--- src/rtl/mp3_frame_sync.sv ---
// mp3_frame_sync: MPEG-1 Layer III sync hunter, header checker and
// payload forwarder with lock tracking across consecutive frames.
module mp3_frame_sync #(
  parameter int LOCK_COUNT = 3,
  parameter int CNT_W      = 16
) (
  input  logic             clock,
  input  logic             reset,
  input  logic [7:0]       in_data,
  input  logic             in_valid,
  output logic             in_ready,
  output logic [7:0]       out_data,
  output logic             out_valid,
  input  logic             out_ready,
  output logic             out_first,
  output logic             out_last,
  output logic             frame_start,
  output logic [1:0]       hdr_sr_idx,
  output logic [1:0]       hdr_mode,
  output logic             hdr_crc,
  output logic [10:0]      frame_len,
  output logic             locked,
  output logic [CNT_W-1:0] frame_count,
  output logic [CNT_W-1:0] sync_loss_count
);

  typedef enum logic [2:0] {
    S_HUNT, S_H1, S_H2, S_H3, S_CRC, S_PAY, S_CHK
  } state_t;

  localparam logic [7:0] LOCK_TH = 8'(LOCK_COUNT - 1);

  state_t      state;
  logic        run;
  logic        from_chk;
  logic        p_crc;
  logic        p_pad;
  logic        crc_cnt;
  logic        pay_first;
  logic [3:0]  p_br;
  logic [1:0]  p_sr;
  logic [10:0] pay_rem;
  logic [7:0]  cons_cnt;

  logic        acc;
  logic        is_sync;
  logic        is_id;
  logic        hdr_ok;
  logic        reject;
  logic [10:0] len;
  logic [10:0] pay_n;
  logic [7:0]  cons_nxt;

  function automatic logic [8:0] kbps(input logic [3:0] br);
    case (br)
      4'd1:    kbps = 9'd32;
      4'd2:    kbps = 9'd40;
      4'd3:    kbps = 9'd48;
      4'd4:    kbps = 9'd56;
      4'd5:    kbps = 9'd64;
      4'd6:    kbps = 9'd80;
      4'd7:    kbps = 9'd96;
      4'd8:    kbps = 9'd112;
      4'd9:    kbps = 9'd128;
      4'd10:   kbps = 9'd160;
      4'd11:   kbps = 9'd192;
      4'd12:   kbps = 9'd224;
      4'd13:   kbps = 9'd256;
      4'd14:   kbps = 9'd320;
      default: kbps = 9'd0;
    endcase
  endfunction

  // 44.1 kHz has no cheap closed form, so it is tabulated.
  function automatic logic [10:0] len44(input logic [3:0] br);
    case (br)
      4'd1:    len44 = 11'd104;
      4'd2:    len44 = 11'd130;
      4'd3:    len44 = 11'd156;
      4'd4:    len44 = 11'd182;
      4'd5:    len44 = 11'd208;
      4'd6:    len44 = 11'd261;
      4'd7:    len44 = 11'd313;
      4'd8:    len44 = 11'd365;
      4'd9:    len44 = 11'd417;
      4'd10:   len44 = 11'd522;
      4'd11:   len44 = 11'd626;
      4'd12:   len44 = 11'd731;
      4'd13:   len44 = 11'd835;
      4'd14:   len44 = 11'd1044;
      default: len44 = 11'd0;
    endcase
  endfunction

  // 48 kHz is 3*kbps, 32 kHz is floor(4.5*kbps).
  function automatic logic [10:0] base_len(
    input logic [3:0] br,
    input logic [1:0] sr
  );
    logic [11:0] k;
    logic [11:0] t;
    k = {3'd0, kbps(br)};
    case (sr)
      2'd1:    t = k * 12'd3;
      2'd2:    t = (k * 12'd9) >> 1;
      default: t = {1'b0, len44(br)};
    endcase
    return t[10:0];
  endfunction

  assign acc      = in_valid & in_ready;
  assign is_sync  = (in_data == 8'hFF);
  assign is_id    = (in_data[7:1] == 7'b1111101);
  assign hdr_ok   = (in_data[7:4] != 4'h0) &&
                    (in_data[7:4] != 4'hF) &&
                    (in_data[3:2] != 2'd3);
  assign len      = base_len(p_br, p_sr) + {10'd0, p_pad};
  assign pay_n    = len - (p_crc ? 11'd6 : 11'd4);
  assign cons_nxt = (cons_cnt == 8'hFF) ? cons_cnt : cons_cnt + 8'd1;
  assign in_ready = run &
                    ((state != S_PAY) | ~out_valid | out_ready);

  // Header rejections that break a chain of correctly spaced frames.
  always_comb begin
    reject = 1'b0;
    if (acc) begin
      case (state)
        S_CHK:   reject = ~is_sync;
        S_H1:    reject = from_chk & ~is_id & ~is_sync;
        S_H2:    reject = from_chk & ~hdr_ok;
        default: reject = 1'b0;
      endcase
    end
  end

  // Parser FSM, output register and lock/statistics counters.
  always_ff @(posedge clock) begin
    if (reset) begin
      state           <= S_HUNT;
      run             <= 1'b0;
      from_chk        <= 1'b0;
      p_crc           <= 1'b0;
      p_pad           <= 1'b0;
      p_br            <= '0;
      p_sr            <= '0;
      crc_cnt         <= 1'b0;
      pay_first       <= 1'b0;
      pay_rem         <= '0;
      cons_cnt        <= '0;
      out_data        <= '0;
      out_valid       <= 1'b0;
      out_first       <= 1'b0;
      out_last        <= 1'b0;
      frame_start     <= 1'b0;
      hdr_sr_idx      <= '0;
      hdr_mode        <= '0;
      hdr_crc         <= 1'b0;
      frame_len       <= '0;
      locked          <= 1'b0;
      frame_count     <= '0;
      sync_loss_count <= '0;
    end else begin
      run         <= 1'b1;
      frame_start <= 1'b0;
      if (out_ready) out_valid <= 1'b0;

      if (reject) begin
        locked   <= 1'b0;
        cons_cnt <= '0;
        from_chk <= 1'b0;
        state    <= S_HUNT;
        if (locked && !(&sync_loss_count))
          sync_loss_count <= sync_loss_count + CNT_W'(1);
      end else if (acc) begin
        case (state)
          S_HUNT: begin
            if (is_sync) begin
              state    <= S_H1;
              from_chk <= 1'b0;
            end
          end
          S_CHK: begin
            state    <= S_H1;
            from_chk <= 1'b1;
          end
          S_H1: begin
            if (is_id) begin
              p_crc <= ~in_data[0];
              state <= S_H2;
            end else if (!is_sync) begin
              state <= S_HUNT;
            end
          end
          S_H2: begin
            if (hdr_ok) begin
              p_br  <= in_data[7:4];
              p_sr  <= in_data[3:2];
              p_pad <= in_data[1];
              state <= S_H3;
            end else begin
              state <= is_sync ? S_H1 : S_HUNT;
            end
          end
          S_H3: begin
            hdr_mode    <= in_data[7:6];
            hdr_sr_idx  <= p_sr;
            hdr_crc     <= p_crc;
            frame_len   <= len;
            pay_rem     <= pay_n;
            pay_first   <= 1'b1;
            crc_cnt     <= 1'b0;
            frame_start <= 1'b1;
            frame_count <= frame_count + CNT_W'(1);
            if (from_chk) begin
              cons_cnt <= cons_nxt;
              if (cons_nxt >= LOCK_TH) locked <= 1'b1;
            end else begin
              cons_cnt <= '0;
              if (LOCK_COUNT <= 1) locked <= 1'b1;
            end
            state <= p_crc ? S_CRC : S_PAY;
          end
          S_CRC: begin
            crc_cnt <= 1'b1;
            if (crc_cnt) state <= S_PAY;
          end
          S_PAY: begin
            out_data  <= in_data;
            out_valid <= 1'b1;
            out_first <= pay_first;
            out_last  <= (pay_rem == 11'd1);
            pay_first <= 1'b0;
            pay_rem   <= pay_rem - 11'd1;
            if (pay_rem == 11'd1) state <= S_CHK;
          end
          default: state <= S_HUNT;
        endcase
      end
    end
  end

endmodule

--- config.mk ---
export PLATFORM = sky130hd
export DESIGN_NAME = mp3_frame_sync
export DESIGN_NICKNAME = d
export VERILOG_FILES = /design/src/rtl/mp3_frame_sync.sv
export SDC_FILE = /design/constraint.sdc
export NUM_CORES = 1
export LEC_CHECK = 0
export CAP_MARGIN = 20
export CORE_MARGIN = 2
export CORE_UTILIZATION = 43
export CTS_BUF_LIST = sky130_fd_sc_hd__clkbuf_16
export DETAILED_ROUTE_END_ITERATION = 8
export PLACE_DENSITY = 0.7
export SLEW_MARGIN = 20
export SYNTH_ARGS = -nofsm -noshare
export SYNTH_HDL_FRONTEND = slang
export SYNTH_SLANG_ARGS = --single-unit
--- constraint.sdc ---
create_clock -name clock -period 3.9 [get_ports clock]
set_clock_uncertainty 0.05 [all_clocks]
set_input_delay 0.78 -clock clock [delete_from_list [all_inputs] [get_ports clock]]
set_output_delay 0.78 -clock clock [all_outputs]
set_load 0.005 [all_outputs]
Yosys cells after proc, flatten, opt, wreduce, memory -nomap -nowiden --
Memory sizes are Yosys's and may differ from the RTL's. A register that Yosys moved wholly into a read port is not among the register bits. Cells that the tools add are included.
Storage, ports and cells: bits in registers 95, ROM bits 272, input port bits 12, memories kept 2
Cells by class: add/sub/neg operators 6, multiply operators 2, order comparisons 1, equality and inequality tests 19, muxes and demuxes 30, bitwise logic cells 14, reduce and logical (&&, ||, !) cells 23
Memory list:
- (no name shown) | words 16, width 11, read ports 1, clocked after Yosys merged registers in 1, wr ports 0, RTL line 76 | case (br)
- (no name shown) | words 16, width 6, read ports 1, clocked after Yosys merged registers in 1, wr ports 0, RTL line 55 | case (br)
Operator list (count):
- one-hot mux 11 bit (2 select lines) | 2
- adder 16 x 1 -> 16 bit, second input constant | 2
- one-hot mux 3 bit (7 select lines) | 1
- == test 8 bit, second input constant | 2
- 2-to-1 mux 4 bit | 4
- 2-to-1 mux 8 bit | 2
- AND reduction 16 bit | 1
- 2-to-1 mux 3 bit | 5
- AND reduction 3 bit | 5
- multiplier 9 x 4 -> 12 bit, second input constant | 1
- AND reduction 4 bit | 3
- adder 11 x 1 -> 11 bit | 1
- == test 11 x 1 -> 1 bit, second input constant | 1
- multiplier 9 x 2 -> 11 bit, second input constant | 1
- subtractor 11 x 1 -> 11 bit, second input constant | 1
- subtractor 11 x 3 -> 11 bit | 1
- 2-to-1 mux 1 bit | 10
- == test 3 bit, second input constant | 3
- adder 8 x 1 -> 8 bit, second input constant | 1
- >= comparator 8 x 2 -> 1 bit, second input constant | 1
- != test 2 bit, second input constant | 4
- == test 7 bit, second input constant | 1
- inverter 1 bit | 7
- == test 3 x 2 -> 1 bit, second input constant | 2
- other kinds (19) | 33

Depth between registers and ports, before layout --
Gate-level depths: netlist of the first run.
depth in word-level cells 11, gate-level depth with buffers 15

Worst setup path before layout of the first run --
No wires, ideal clock.
kind register to register, from register p_sr[0], to register pay_rem[8], setup time 103 ps, arrival time 3019 ps, required time 3747 ps, setup slack 728 ps, cell stages (with the launch flop) 16, path buffers 2, cells stage by stage dfxtp_1 inv_1 ha_1 clkbuf_1 clkbuf_1 and2_1 ha_1 ha_1 nand4b_1 o21ai_0 nand4_1 o211ai_1 and4_1 xnor2_1 nor2_1 a2111oi_2
On the way: longest elaborated chain between the ends 5, elaborated cells between the ends (all ways) 6
Ends and longest elaborated chain:
- from (decl) | RTL line 41 | logic [1:0] p_sr;
- from (signal assigned) | RTL line 197 | p_sr <= in_data[3:2];
- == test 2 bit / == test 2 x 1 -> 1 bit (equally long branches) | RTL line 103 | case (sr)
- one-hot mux 11 bit (2 select lines) (*) | RTL line 103
- adder 11 x 1 -> 11 bit (*) | RTL line 117 | assign len = base_len(p_br, p_sr) + {10'd0, p_pad};
- subtractor 11 x 3 -> 11 bit (*) | RTL line 118 | assign pay_n = len - (p_crc ? 11'd6 : 11'd4);
- one-hot mux 11 bit (2 select lines) (*) | RTL line 175 | case (state)
- to (signal assigned) | RTL line 209 | pay_rem <= pay_n;
- to (signal assigned) | RTL line 233 | pay_rem <= pay_rem - 11'd1;
- to (decl) | RTL line 42 | logic [10:0] pay_rem;
Every way passes the cells marked *; elsewhere a longest branch is shown, timed or not. A chain may end at the register's enable or synchronous reset.

Worst setup path in the final report of the first run --
from register p_sr[0], to register pay_rem[10]
The elaborated chain is that of the path after synthesis.

==> results of run 1 <==
-- layout make-up --
cell class	instances	area share, %
multi-input cells	565	49.3
flip-flops and latches	112	30.9
repair buffers	88	11.5
clock buffers	9	3.10
well taps	180	3.10
inverters	23	1.19
clock inverters	7	0.844
-- metal layers --
metal	wire length, µm	part of all wire, %	track usage (%)	up-vias
met5	0	0	0	-
met4	146	1.1	4.45	0
met3	799	5.8	5.35	12
met2	6160	45	29.8	133
met1	6670	48	25.9	2451
li1	-	-	-	2706
-- worst max-delay path, cell delays in order, from the launching register on --
cell,delay [ps]
dfxtp_1,410
inv_1,70
ha_1,480
and2_1,190
ha_1,190
ha_1,230
nand4b_1,130
o21ai_0,430
nand4_1,140
o211ai_1,170
and4_1,290
nand4_1,120
xnor2_1,250
o22ai_1,100
-- worst paths after layout --
check | end | slack [ps] | cells after the start
min reg2reg | hdr_mode[1] | 410 | 2
min | hdr_mode[1] | 410 | 2
max | pay_rem[10] | 520 | 13
max reg2reg | pay_rem[10] | 520 | 13
-- placed cells by master (no fill, tap or decap), drive strengths merged, types with 19 or more instances in the layout --
master         instances
nand2                 76
mux2i                 23
nand3                 26
clkdlybuf4s50         72
inv                   27
o21ai                 39
dfxtp                112
xor2                  26
nor2                 103
ha                    30
a21oi                 54
xnor2                 19
-- metrics by stage --
stage | instances | setup WS [ps] | hold slack [ps] | utilization, %
5_1_grt | 984 | 41.9 | 437 | 52.5
6_report | 984 | 523 | 407 | 52.5
2_1_floorplan | 736 | 728 | 395 | -
3_3_place_gp | 968 | 305 | 392 | 50.4
4_1_cts | 984 | 481 | 413 | 52.5
3_5_place_dp | 968 | 246 | 401 | 50.4
-- power by group --
group | internal, mW | total, mW | switching, mW
logic | 0.0171 | 0.0484 | 0.0313
clock network | 0.447 | 0.893 | 0.446
registers | 1.14 | 1.14 | 0.000279
-- cell families (layout without fill, tap and decap cells) --
group / count (synthesis) / after routing / synth area share [%]
xor+xnor: 45 / 45 / 6.48
simple gates: 314 / 314 / 25.8
compound gates: 150 / 150 / 15.8
flops: 112 / 112 / 36.9
mux: 24 / 24 / 3.97
buf+inv: 59 / 127 / 4.22
fa+ha+maj: 32 / 32 / 6.83
==> results_dict.tcl, run 1 <==
set metrics [dict create \
    diodes 0 \
    syn_area_um2 6080 \
    p_leak_nw 2.74 \
    yosysUniqueCellTypes 79 \
    die_area_um2 15100 \
    post-cts-setup-buffer-count 0 \
    io_pins 74 \
    grt_pass1_vias 4772 \
    cp-end-kind "register" \
    crit_required_ps 4080 \
    cp-start-kind "register" \
    ys.warnings.count 0 \
    setup_tns_ps 0 \
    ir_drop_mv 0.313 \
    grt_use_total_pct 19.0 \
    drtIter0Drc 335 \
    drt-pass1-iter-count 5 \
    hpwl_mm 10.1 \
    relSlewSlack_pct 57.7 \
    ys_top_cells_by_count "dfxtp_1, nor2_1, nand2_1" \
    setup.worst_path.class "register to register" \
    yosysMostFrequentCell "dfxtp_1" \
    coreArea_um2 13800 \
    multi_input_area_um2 3580 \
    ys_ff_latch 112 \
    drtAntennaViolNets 0 \
    synth_area_leader_cell "dfxtp_1" \
    numCtsBuffers 9 \
    synth-async-reset-ratio_pct 0 \
    ctsLongestPathBuffers 2 \
    hp-class "register to register" \
    syn_avg_cell_area_um2 8.26 \
    place_congestion 0.858 \
    die_h_um 123 \
    htreeDepth 3 \
    rsz0062_at_grt "no" \
    synth-edff-count 0 \
    grt_overflow_total 0 \
    cp_data_arrival_time_ps 3560 \
    setup_viol 0 \
    synthFlopType "dfxtp_1" \
    drc 0 \
    power_density_nw_per_um2 287 \
    slew_violations 0 \
    seq_area_um2 2240 \
    worst_slew_pin_slew_ps 635 \
    drive_gt1_share_pct 7.46 \
    cap_violations 0 \
    final_nets 843 \
    vias 5302 \
    hold_viol 0 \
    cp_max_fo 11 \
    finalCritPeriodShare_pct 86.6 \
    cts_hold_buf 0 \
    root_buffer "clkbuf_16" \
    synthesis.nets 780 \
    routedWlPerCell_um 14.0 \
    status "complete, no violations" \
    routed_wl_mm 13.8 \
    yosys.area.top_type_share_pct 36.9 \
    period_needed_ps 3380 \
    hp-start "hdr_mode[1]" \
    p_total_mw 2.08 \
    rows 43 \
    fillCellCount 1279 \
    cts.reportedPaths.clkPinSlew_ps 80 \
    netlist_top_cells_area "dfxtp_1, nor2_1, ha_1" \
    clk_latency_ps 360 \
    io_buffers 73 \
    cts_sinks 112 \
    syn2layout_area_growth_pct 19.4 \
    die_w_um 123 \
    grt_pass1_wl_mm 23.0 \
    synthCells 736 \
    cts-resized-gates 0 \
    via_per_inst 5.39 \
    finish.instance_area_um2 7260 \
    startpoint "p_sr[0]" \
    yosysSeqAreaShare_pct 36.9 \
    start_util_pct 44.0 \
    fmax_ghz 0.296 \
    antenna_found_initial 0 \
    grt_start_max_net_pins 54 \
    rr_startpoint "p_sr[0]" \
    cts_tree "yes" \
    dpl_cell_area_um2 6980 \
]
(Power assumes the default switching activity.)
==> inputs of run 2 (changes only) <==
--- a/config.mk
+++ b/config.mk
@@ -8,8 +8,9 @@
 export CAP_MARGIN = 20
 export CORE_MARGIN = 2
 export CORE_UTILIZATION = 43
-export CTS_BUF_LIST = sky130_fd_sc_hd__clkbuf_16
+export CTS_BUF_LIST = sky130_fd_sc_hd__clkbuf_8
 export DETAILED_ROUTE_END_ITERATION = 8
+export HOLD_SLACK_MARGIN = 0.12
 export PLACE_DENSITY = 0.7
 export SLEW_MARGIN = 20
 export SYNTH_ARGS = -nofsm -noshare
==> results_dict.tcl, run 2 (synthesis results as in run 1) <==
set metrics [dict create \
    die_w_um 123 \
    instances_no_fill 984 \
    hp-start "hdr_mode[1]" \
    routedWlPerCell_um 13.8 \
    grt_pass1_wl_mm 22.7 \
    io_buffers 73 \
    place_congestion 0.858 \
    dr_wl_met2_mm 5.93 \
    slew_violations 0 \
    cp-start-kind "register" \
    start_util_pct 44.0 \
    min_to "hdr_mode[1]" \
    final_nets 843 \
    io_pins 74 \
    worstHoldPathCells 2 \
    cts_sinks 112 \
    numCtsBuffers 9 \
    rr_startpoint "p_sr[0]" \
    fmax_ghz 0.298 \
    grt_start_max_net_pins 54 \
    seq_area_um2 2240 \
    p_sw_share_pct 24.1 \
    routed_wl_mm 13.6 \
    drc 0 \
    cts-resized-gates 0 \
    ff2ff_path_depth 13 \
    ctsLongestPathBuffers 2 \
    syn2layout_area_growth_pct 17.8 \
    final_cell_mix "dfxtp_1, nor2_1, nand2_1" \
    worst_slew_pin_slew_ps 624 \
    die_area_um2 15100 \
    crit_required_ps 4120 \
    fin_util_pct 51.8 \
    htreeDepth 3 \
    root_buffer "clkbuf_8" \
    drt-pass1-iter-count 5 \
    drive_gt1_share_pct 7.46 \
    r2r_slack_ps 540 \
    post-cts-setup-buffer-count 0 \
    coreArea_um2 13800 \
    setup_tns_ps 0 \
    hpwl_mm 10.1 \
    wl_met1_mm 6.76 \
    clk_latency_ps 400 \
    drtIter0Drc 344 \
    die_h_um 123 \
    power_density_nw_per_um2 259 \
    setup.worst_path.class "register to register" \
    placed_cells 968 \
    power.switching_uw 447 \
    fillCellCount 1293 \
    grt_overflow_total 0 \
    layout_commonest_cell "dfxtp_1" \
    p_int_mw 1.41 \
    vias 5272 \
    relSlewSlack_pct 58.4 \
    rows 43 \
    multi_input_area_um2 3580 \
    cap_violations 0 \
    hold_viol 0 \
    antenna_found_initial 0 \
    grt_pass1_vias 4746 \
    cp_data_arrival_time_ps 3580 \
    ir_drop_mv 0.267 \
    rsz0062_at_grt "no" \
    p_leak_nw 2.69 \
    diodes 0 \
    period_needed_ps 3360 \
    dr.max_layer_used "met4" \
    cts_hold_buf 0 \
    hp-class "register to register" \
    via_per_inst 5.36 \
    drtAntennaViolNets 0 \
    cts.reportedPaths.clkPinSlew_ps 110 \
    r2r_end "pay_rem[10]" \
    p_clk_share_pct 35.7 \
    dr_wl_met3_um 763 \
    seqPwrFrac_pct 61.7 \
    grt_use_total_pct 18.7 \
    cp-end-kind "register" \
    cp_max_fo 11 \
    finalCritPeriodShare_pct 86.2 \
    setup_viol 0 \
    status "complete, no violations" \
    cts_tree "yes" \
    pwr-share-comb_pct 2.6 \
]
## run 2: cell counts in the layout (fill, tap and decap cells not counted)
Identical to the previous run, type by type.
## run 2: worst max-delay path by stage
stage	from	end	slack (ps)	cells after the start
2_1_floorplan	p_sr[0]	pay_rem[8]	730	15
3_3_place_gp	in_data[7]	register	310	11
3_5_place_dp	in_data[7]	register	250	11
4_1_cts	p_sr[0]	pay_rem[10]	480	13
5_1_grt	p_sr[0]	pay_rem[7]	40	12
6_report	p_sr[0]	pay_rem[10]	540	13
## run 2: layout make-up
cell class,count,share of cell area (%)
tap,180,3.15
timing repair buffer,88,11.7
sequential,112,31.3
clock inverter,7,0.856
inverter,23,1.21
multi-input combinational,565,50.0
clock buffer,9,1.73
## run 2: worst max-delay path, stage by stage, from the launching register on
cell,delay (ps)
dfxtp_1,420
inv_1,70
ha_1,480
and2_1,190
ha_1,190
ha_1,230
nand4b_1,130
o21ai_0,430
nand4_1,140
o211ai_1,170
and4_1,290
nand4_1,120
xnor2_1,240
o22ai_1,100
## run 2: power by group through the flow
stage / Sequential [mW] / Combinational, mW / Clock [mW]
after global routing: 1.14 / 0.0523 / 0.733
after floorplan: 1.17 / 0.0242 / 0
after global placement: 1.17 / 0.0483 / 0
after CTS: 1.14 / 0.0488 / 0.687
final: 1.14 / 0.0481 / 0.661
after detailed placement: 1.17 / 0.0488 / 0
## run 2: per-stage QoR
stage               setup slack, ps  power (mW)  hold slack [ps]  cell area, µm²
floorplan                       728        1.19              395            6080
global placement                305        1.22              392            6980
detailed placement              246        1.22              401            6980
CTS                             479        1.88              417            7160
global route                   37.4        1.93              443            7160
finish                          539        1.85              413            7160
## run 2: routing by layer
metal / up-vias / track usage (%)
met1: 2441 / 25.7
li1: 2705 / -
met4: 0 / 3.81
met5: - / 0
met2: 115 / 29.3
met3: 11 / 5.35
